File: src/rtl/tetris_pkg.sv
// Shared types and constants for the 8x8 LED Tetris playfield logic.
// Rows are indexed [y][x], with row 0 at the top and row 7 at the bottom.
package tetris_pkg;

  typedef logic [7:0][7:0] matrix_t;

  typedef enum logic [2:0] {
    ST_IDLE,
    ST_MERGE,
    ST_SCAN,
    ST_SHIFT,
    ST_DONE,
    ST_OVER
  } pf_state_t;

  localparam logic [7:0] FULL_ROW = 8'hFF;
  localparam int         ROWS     = 8;

  // Three-bit counter increment that sticks at 7.
  function automatic logic [2:0] sat_inc3(input logic [2:0] v);
    return (v == 3'd7) ? 3'd7 : v + 3'd1;
  endfunction

endpackage

File: src/rtl/field_row_shifter.sv
// Combinational gravity collapse: removes row `row` and drops every row above it by one.
// Row 0 is refilled with zeros.
module field_row_shifter
  import tetris_pkg::*;
(
  input  matrix_t    field,
  input  logic [2:0] row,
  output matrix_t    shifted
);

  generate
    for (genvar gi = 0; gi < ROWS; gi++) begin : g_row
      if (gi == 0) begin : g_top
        assign shifted[gi] = '0;
      end else begin : g_body
        localparam logic [2:0] ROW_IDX = 3'(gi);
        assign shifted[gi] = (ROW_IDX <= row) ? field[gi-1] : field[gi];
      end
    end
  endgenerate

endmodule

File: src/rtl/playfield_manager.sv
// Fixed playfield owner: merges locked pieces, clears full rows with collapse,
// tracks cleared lines and game over, and builds the composite display frame.
module playfield_manager
  import tetris_pkg::*;
#(
  parameter int LINE_CNT_W = 8
) (
  input  logic                  clk,
  input  logic                  reset,
  input  logic                  lockReq,
  input  matrix_t               pieceIn,
  input  logic                  pieceValid,
  output matrix_t               matrixOut,
  output matrix_t               displayOut,
  output logic                  busy,
  output logic                  lockDone,
  output logic [2:0]            clearedCount,
  output logic [LINE_CNT_W-1:0] totalLines,
  output logic                  gameOver
);

  pf_state_t             state_reg,     state_next;
  matrix_t               field_reg,     field_next;
  matrix_t               latched_reg,   latched_next;
  logic [2:0]            row_reg,       row_next;
  logic [2:0]            cleared_reg,   cleared_next;
  logic [LINE_CNT_W-1:0] total_reg,     total_next;
  logic                  game_over_reg, game_over_next;

  matrix_t               shifted;
  logic [LINE_CNT_W:0]   total_sum;

  field_row_shifter u_shifter (
    .field   (field_reg),
    .row     (row_reg),
    .shifted (shifted)
  );

  // Extra carry bit detects overflow so the line counter saturates.
  assign total_sum = {1'b0, total_reg} + (LINE_CNT_W+1)'(cleared_reg);

  always_ff @(posedge clk) begin
    if (!reset) begin
      state_reg     <= ST_IDLE;
      field_reg     <= '0;
      latched_reg   <= '0;
      row_reg       <= '0;
      cleared_reg   <= '0;
      total_reg     <= '0;
      game_over_reg <= 1'b0;
    end else begin
      state_reg     <= state_next;
      field_reg     <= field_next;
      latched_reg   <= latched_next;
      row_reg       <= row_next;
      cleared_reg   <= cleared_next;
      total_reg     <= total_next;
      game_over_reg <= game_over_next;
    end
  end

  always_comb begin
    state_next     = state_reg;
    field_next     = field_reg;
    latched_next   = latched_reg;
    row_next       = row_reg;
    cleared_next   = cleared_reg;
    total_next     = total_reg;
    game_over_next = game_over_reg;

    case (state_reg)
      ST_IDLE: begin
        if (lockReq) begin
          latched_next = pieceIn;
          state_next   = ST_MERGE;
        end
      end
      ST_MERGE: begin
        field_next = field_reg | latched_reg;
        if ((field_reg & latched_reg) != '0) begin
          game_over_next = 1'b1;
          state_next     = ST_OVER;
        end else begin
          row_next     = 3'd7;
          cleared_next = 3'd0;
          state_next   = ST_SCAN;
        end
      end
      ST_SCAN: begin
        if (field_reg[row_reg] == FULL_ROW) begin
          state_next = ST_SHIFT;
        end else if (row_reg == 3'd0) begin
          state_next = ST_DONE;
        end else begin
          row_next = row_reg - 3'd1;
        end
      end
      ST_SHIFT: begin
        // Row index is kept so the row that fell into place is scanned again.
        field_next   = shifted;
        cleared_next = sat_inc3(cleared_reg);
        state_next   = ST_SCAN;
      end
      ST_DONE: begin
        total_next = total_sum[LINE_CNT_W] ? '1 : total_sum[LINE_CNT_W-1:0];
        state_next = ST_IDLE;
      end
      ST_OVER: begin
        state_next = ST_OVER;
      end
      default: begin
        state_next = ST_IDLE;
      end
    endcase
  end

  assign busy         = (state_reg == ST_MERGE) || (state_reg == ST_SCAN) ||
                        (state_reg == ST_SHIFT) || (state_reg == ST_DONE);
  assign lockDone     = (state_reg == ST_DONE);
  assign matrixOut    = field_reg;
  assign clearedCount = cleared_reg;
  assign totalLines   = total_reg;
  assign gameOver     = game_over_reg;
  assign displayOut   = field_reg | ((pieceValid && !busy) ? pieceIn : '0);

endmodule

File: config.mk
export PLATFORM = sky130hd
export DESIGN_NAME = playfield_manager
export DESIGN_NICKNAME = d
export VERILOG_FILES = /design/src/rtl/tetris_pkg.sv /design/src/rtl/field_row_shifter.sv /design/src/rtl/playfield_manager.sv
export SDC_FILE = /design/constraint.sdc
export NUM_CORES = 1
export LEC_CHECK = 0
export ABC_AREA = 1
export CAP_MARGIN = 20
export CORE_MARGIN = 3
export CORE_UTILIZATION = 50
export CTS_CLUSTER_SIZE = 30
export DETAILED_ROUTE_END_ITERATION = 7
export GPL_TIMING_DRIVEN = 1
export PLACE_DENSITY = 0.85
export SLEW_MARGIN = 0
export SYNTH_ARGS = -nofsm -noshare
export SYNTH_HDL_FRONTEND = slang
export SYNTH_SLANG_ARGS = --single-unit
File: constraint.sdc
create_clock -name clk -period 3.21 [get_ports clk]
set_input_delay 0.642 -clock clk [delete_from_list [all_inputs] [get_ports clk]]
set_output_delay 0.642 -clock clk [all_outputs]
set_load 0.05 [all_outputs]
* Word level (Yosys, flattened, before mapping) *
Cells that the tools add are included.

word-level totals
  register bits = 146
  memory bits (read-only) = 0
  output and inout port bits = 142
  bits in writable memories = 0
  bits of input ports = 68
  latch bits = 0
  word-level logic and storage cells = 100
  memories = 0

cells by class
  magnitude comparators = 8
  divide/modulo/power cells = 0
  eq/ne operators = 19
  $add $sub $neg = 3
  reductions and logical operators = 22
  shifts and indexed selects = 0
  bitwise logic cells = 3
  mux-type cells = 24
  $mul = 0

operators with widths
  kind                                                                              count
  64-bit bitwise OR                                                                 2
  64-bit case mux with 2 select lines                                               1
  8-bit two-way mux                                                                 9
  64-bit AND                                                                        1
  64-bit two-way mux                                                                1
  64-bit nonzero test                                                               1
  3-bit two-way mux                                                                 9
  8-bit binary-select mux with 3-bit select                                         1
  2-bit AND reduction                                                               11
  3-bit case mux with 5 select lines                                                1
  2-bit by 1-bit != test with 1-bit output (second input constant)                  7
  3-bit less-or-equal comparator (first input constant)                             4
  3-bit case mux with 2 select lines                                                2
  8-bit by 3-bit adder with 9-bit output                                            1
  3-bit == test (second input constant)                                             3
  8-bit == test (second input constant)                                             1
  2-bit != test (second input constant)                                             4
  3-bit by 2-bit == test with 1-bit output (second input constant)                  2
  2-bit by 3-bit less-or-equal comparator with 1-bit output (first input constant)  2
  3-bit logical NOT                                                                 2
  3-bit by 4-bit < comparator with 1-bit output (second input constant)             1
  4-bit AND reduction                                                               1
  2-bit nonzero test                                                                2
  3-bit by 1-bit adder with 3-bit output (second input constant)                    1
  7 further kinds                                                                   9

* Longest topological paths before layout *
  word-level depth = 8
  depth in mapped cells = 13
  gate-level depth less buffers = 13

* By module *
Synthesis repeated with hierarchy kept, for this count alone.

unflattened totals
  cells, all modules = 1215
  area, all modules = 8047.7 um^2

modules (own cells, without submodules)
  module             sequential area each (um^2)  times used  area each (um^2)  cells each
  playfield_manager  2922.8                       1           7200.7            1019
  field_row_shifter  0.0                          1           847.1             196

* Worst setup path after synthesis *
No wires, ideal clock.

  path type = reg2out
  start point = reg state_reg[0]
  end point = out displayOut[14] in the netlist's numbering
  path buffers = 1
  arrival time = 2.130 ns
  cell stages (with the launch flop) = 7
  path slack = 0.438 ns
  cell sequence = dfxtp_1 > nor2_1 > nor2_1 > inv_1 > nand3_1 > clkbuf_1 > o21ai_0

RTL lines
  what                    RTL line                 source
  start, declared         playfield_manager.sv:22  pf_state_t state_reg, state_next;
  start signal, assigned  playfield_manager.sv:52  state_reg <= state_next;
  end, declared           playfield_manager.sv:14  output matrix_t displayOut,

* Worst setup path after layout *
  start point = reg state_reg[0]
  end point = out lockDone

between the ends
  longest elaborated chain between the ends = 1

RTL lines
  what           RTL line                  source
  3-bit == test  playfield_manager.sv:119  assign lockDone = (state_reg == ST_DONE);
  end, declared  playfield_manager.sv:16   output logic lockDone,

Every way passes these cells.

==> flow_results.org <==
** Finish
- Relative to the synthesized area, the layout overhead comes to 45.9%.
- Across the whole layout, storage elements account for 0.00292 mm2.
- The layout has 1076 filler cells.
- The repair_antennas step left the layout with diodes totalling 0.
- Area occupied by multi-input gates :: 0.00359 mm2
- Leaving out filler cells and counting taps, the final layout contains 1478.
- After the last flow step, the layout net total stands at roughly 1400.
- In the final layout, the share of cells above drive strength 1 is 9.81%.

** Timing
- The clock arrives with 9.04 ps of skew.
- Final setup violation count :: 0
- Pins Over Slew Limit :: 0
- Sum of negative setup slack :: 0 ps
- Setup ws final :: 151 ps
- For the pin with the worst max-slew slack, the measured transition is 899 ps.
- Unrepaired setup endpoints after global routing :: false
- Final hold violation count :: 0
- Final Cycle Share :: between 90% and 100%
- Max_slew headroom :: 40.1%
- The smallest clock period supported by the final layout is computed as 3060 ps.
- Derived from the worst setup path, the maximum achievable clock frequency is 327 MHz.
- The tightest hold path in the finished design has a slack of 464 ps.

** Placed design
- DP HPWL :: ~17 mm
- Inst Count DP :: 1447
- Input and output buffers added on the ports amount to around 210.
- Routability-driven placement finished with a final weighted congestion of 0.877.
- Worst slack at placement :: 550 ps

** Min path
- The min-delay analysis places its worst path in the category reg -> reg.

** Drt
- Routed length per instance :: 15.9 um
- The first routing iteration left 793 violations.
- Dividing the detail-routed via count by the number of cells gives 5.41.
- The pre-antenna-repair detailed-routing pass consisted of 6 iterations.
- DRC viols :: 0
- Via count :: 7995
- WL final :: 23.5 mm
- Post-DRT Antenna Nets :: 0

** Logic synthesis
- Number of distinct library cells after synthesis :: 34
- Top-count cell post-synth :: nand2_1
- Sorting the synthesized cells by area gives the leading types as dfxtp_1, nand2_1, a21oi_1.
- In this run, synthesis produced a sequential element count of 146.
- In the synthesized netlist the dominant register cell turns out to be dfxtp_1.
- Counting every instance in the synthesized netlist gives ~1100.
- Share of the synthesized area in the top cell type :: 39.2%
- Yosys mapped a number of flops with a built-in enable equal to 0.
- In the synthesized netlist the async set-or-reset flop fraction comes to 0%.
- Yosys printed 0 warnings.
- Post-Synthesis Net Count :: 1176
- Of the synthesized area, sequential elements account for ~40%.
- Largest area contributor in the synthesized netlist :: dfxtp_1
- Leading cell types by count after synthesis :: nand2_1, inv_1, dfxtp_1
- Netlist area before placement :: roughly 0.0075 mm2
- Post-synthesis average cell area :: 6.80 um2

** Setup path
- In this run the worst path has a maximum fanout of 7.
- Arr. time, crit path :: 2420 ps
- STA classifies the critical path endpoint as an output port.
- Sort of element at the start of the critical path :: register
- Data on the critical path is required at its endpoint by 2570 ps.
- Crit Path Class :: reg -> out

** Clock tree
- Clock transition at path regs :: 60 ps
- Sink count of the clock tree :: about 150
- TritonCTS built the clock tree.
- Number of hold buffers added after cts :: 0
- Root cell of the clock tree :: clkbuf_16
- No sink is reached through more buffers than the 2 on the longest clock path.
- For the worst-skew pair, the clock arrives at the later sink with an insertion delay of 410 ps.
- Cts bufs inserted :: 17
- Htree depth :: 4
- After clock tree synthesis, the setup repair step added 0 buffers.
- Post-CTS repair changed the size of 0 cells.

** Global routing
- Entering global routing, the biggest net connects 90 pins.
- The number of antenna violations at the first check in global routing is 0.
- Vias in the first global route :: ~7800
- GR Util All Layers :: between 20 and 30%
- Summed over all layers, the global routing overflow is 0.
- The first global-routing pass estimated 38.4 mm of wire.

** Power
- The completed layout was analyzed and its total power is 10700 uW.
- IR analysis of the VDD net gives a maximum drop of 0.699 mV.
- Static Leakage :: approximately 0.0046 uW
- Power per unit of standard cell area :: between 900 and 1000 mW/mm2

** Floorplanning
- The core region is 0.0146 mm2.
- Die ar. :: roughly 0.016 mm2
- Y dimension of the die :: 128 um
- Number of placement rows :: 44
- Top Ports :: 210
- Effective utilization at floorplan :: 51.2%
- Measured along the x axis, the die boundary spans 128 um.

** Flow run
- Max Cap Viol :: 0

** Status
- The run finished with clean final reports.
==> power by group <==
| group | leakage, uW | internal (uW) | switching [uW] | total (uW) |
|---|---|---|---|---|
| registers | 0.00120 | 2320 | 516 | 2830 |
| clock network | 0.000302 | 1270 | 741 | 2020 |
| logic | 0.00314 | 2230 | 3650 | 5880 |
==> per-stage QoR <==
| step | utilization [%] | cell area (um2) |
|---|---|---|
| global route | 74.6 | 10900 |
| detailed placement | 70.5 | 10300 |
| CTS | 74.6 | 10900 |
| global placement | 70.5 | 10300 |
| floorplan | - | 7460 |
| finish | 74.6 | 10900 |
==> final cells by class <==
type / count / area share, %
repair buffers: 216 / 25.8
well taps: 184 / 2.11
clock buffers: 21 / 4.32
clock inverters: 10 / 1.22
multi-input cells: 706 / 33.0
flip-flops and latches: 146 / 26.8
inverters: 195 / 6.75
==> worst paths after layout <==
| check | from | to | slack, ps | cells after the start |
|---|---|---|---|---|
| min reg2reg | latched_reg[9] | latched_reg[9] | 460 | 2 |
| min | latched_reg[9] | latched_reg[9] | 460 | 2 |
| max reg2reg | row_reg[0] | matrixOut[55] | 1050 | 7 |
| max | state_reg[0] | lockDone | 150 | 4 |
==> worst max-delay path, stage by stage (launching register included) <==
cell             delay (ps)
dfxtp_1                 350
nor2_1                  360
nand2_1                 280
inv_2                   190
clkdlybuf4s50_1         820
==> metal layers <==
| layer | GRT usage [%] | part of all wire (%) | routed length [um] |
|---|---|---|---|
| met2 | 47.3 | 48 | 11300 |
| met3 | 7.63 | 8.5 | 1990 |
| met1 | 36.1 | 41 | 9650 |
| met5 | 0 | 0 | 0 |
| met4 | 9.68 | 2.3 | 537 |
==> kinds of logic after synthesis <==
group | synth area share (%)
and+or+nand+nor | 22.3
DFF | 39.2
adders and majority gates | 1.78
xor gates and xnor gates | 0.587
AOI/OAI and AO/OA | 23.2
buffers and inverters | 13.0
==> cells in the final DEF, fill, tap and decap left out, types with 2 or more instances in the layout <==
cell,n
a31oi_1,4
nand2_1,207
clkinv_2,5
nand3b_1,6
clkbuf_16,17
xnor2_1,2
nor2_1,45
o21a_1,2
o21bai_1,47
dfxtp_1,146
inv_2,7
nand2_2,4
xor2_1,3
a21oi_1,144
ha_1,9
o21ai_0,95
buf_4,5
nor3_1,83
buf_12,66
nor2_2,2
nand4_1,11
a311oi_1,7
bufinv_16,3
clkbuf_8,3
inv_1,186
nand3_1,21
o21ai_2,3
clkdlybuf4s50_1,144
clkinv_4,2
a21oi_4,3
(Power assumes the default switching activity.)
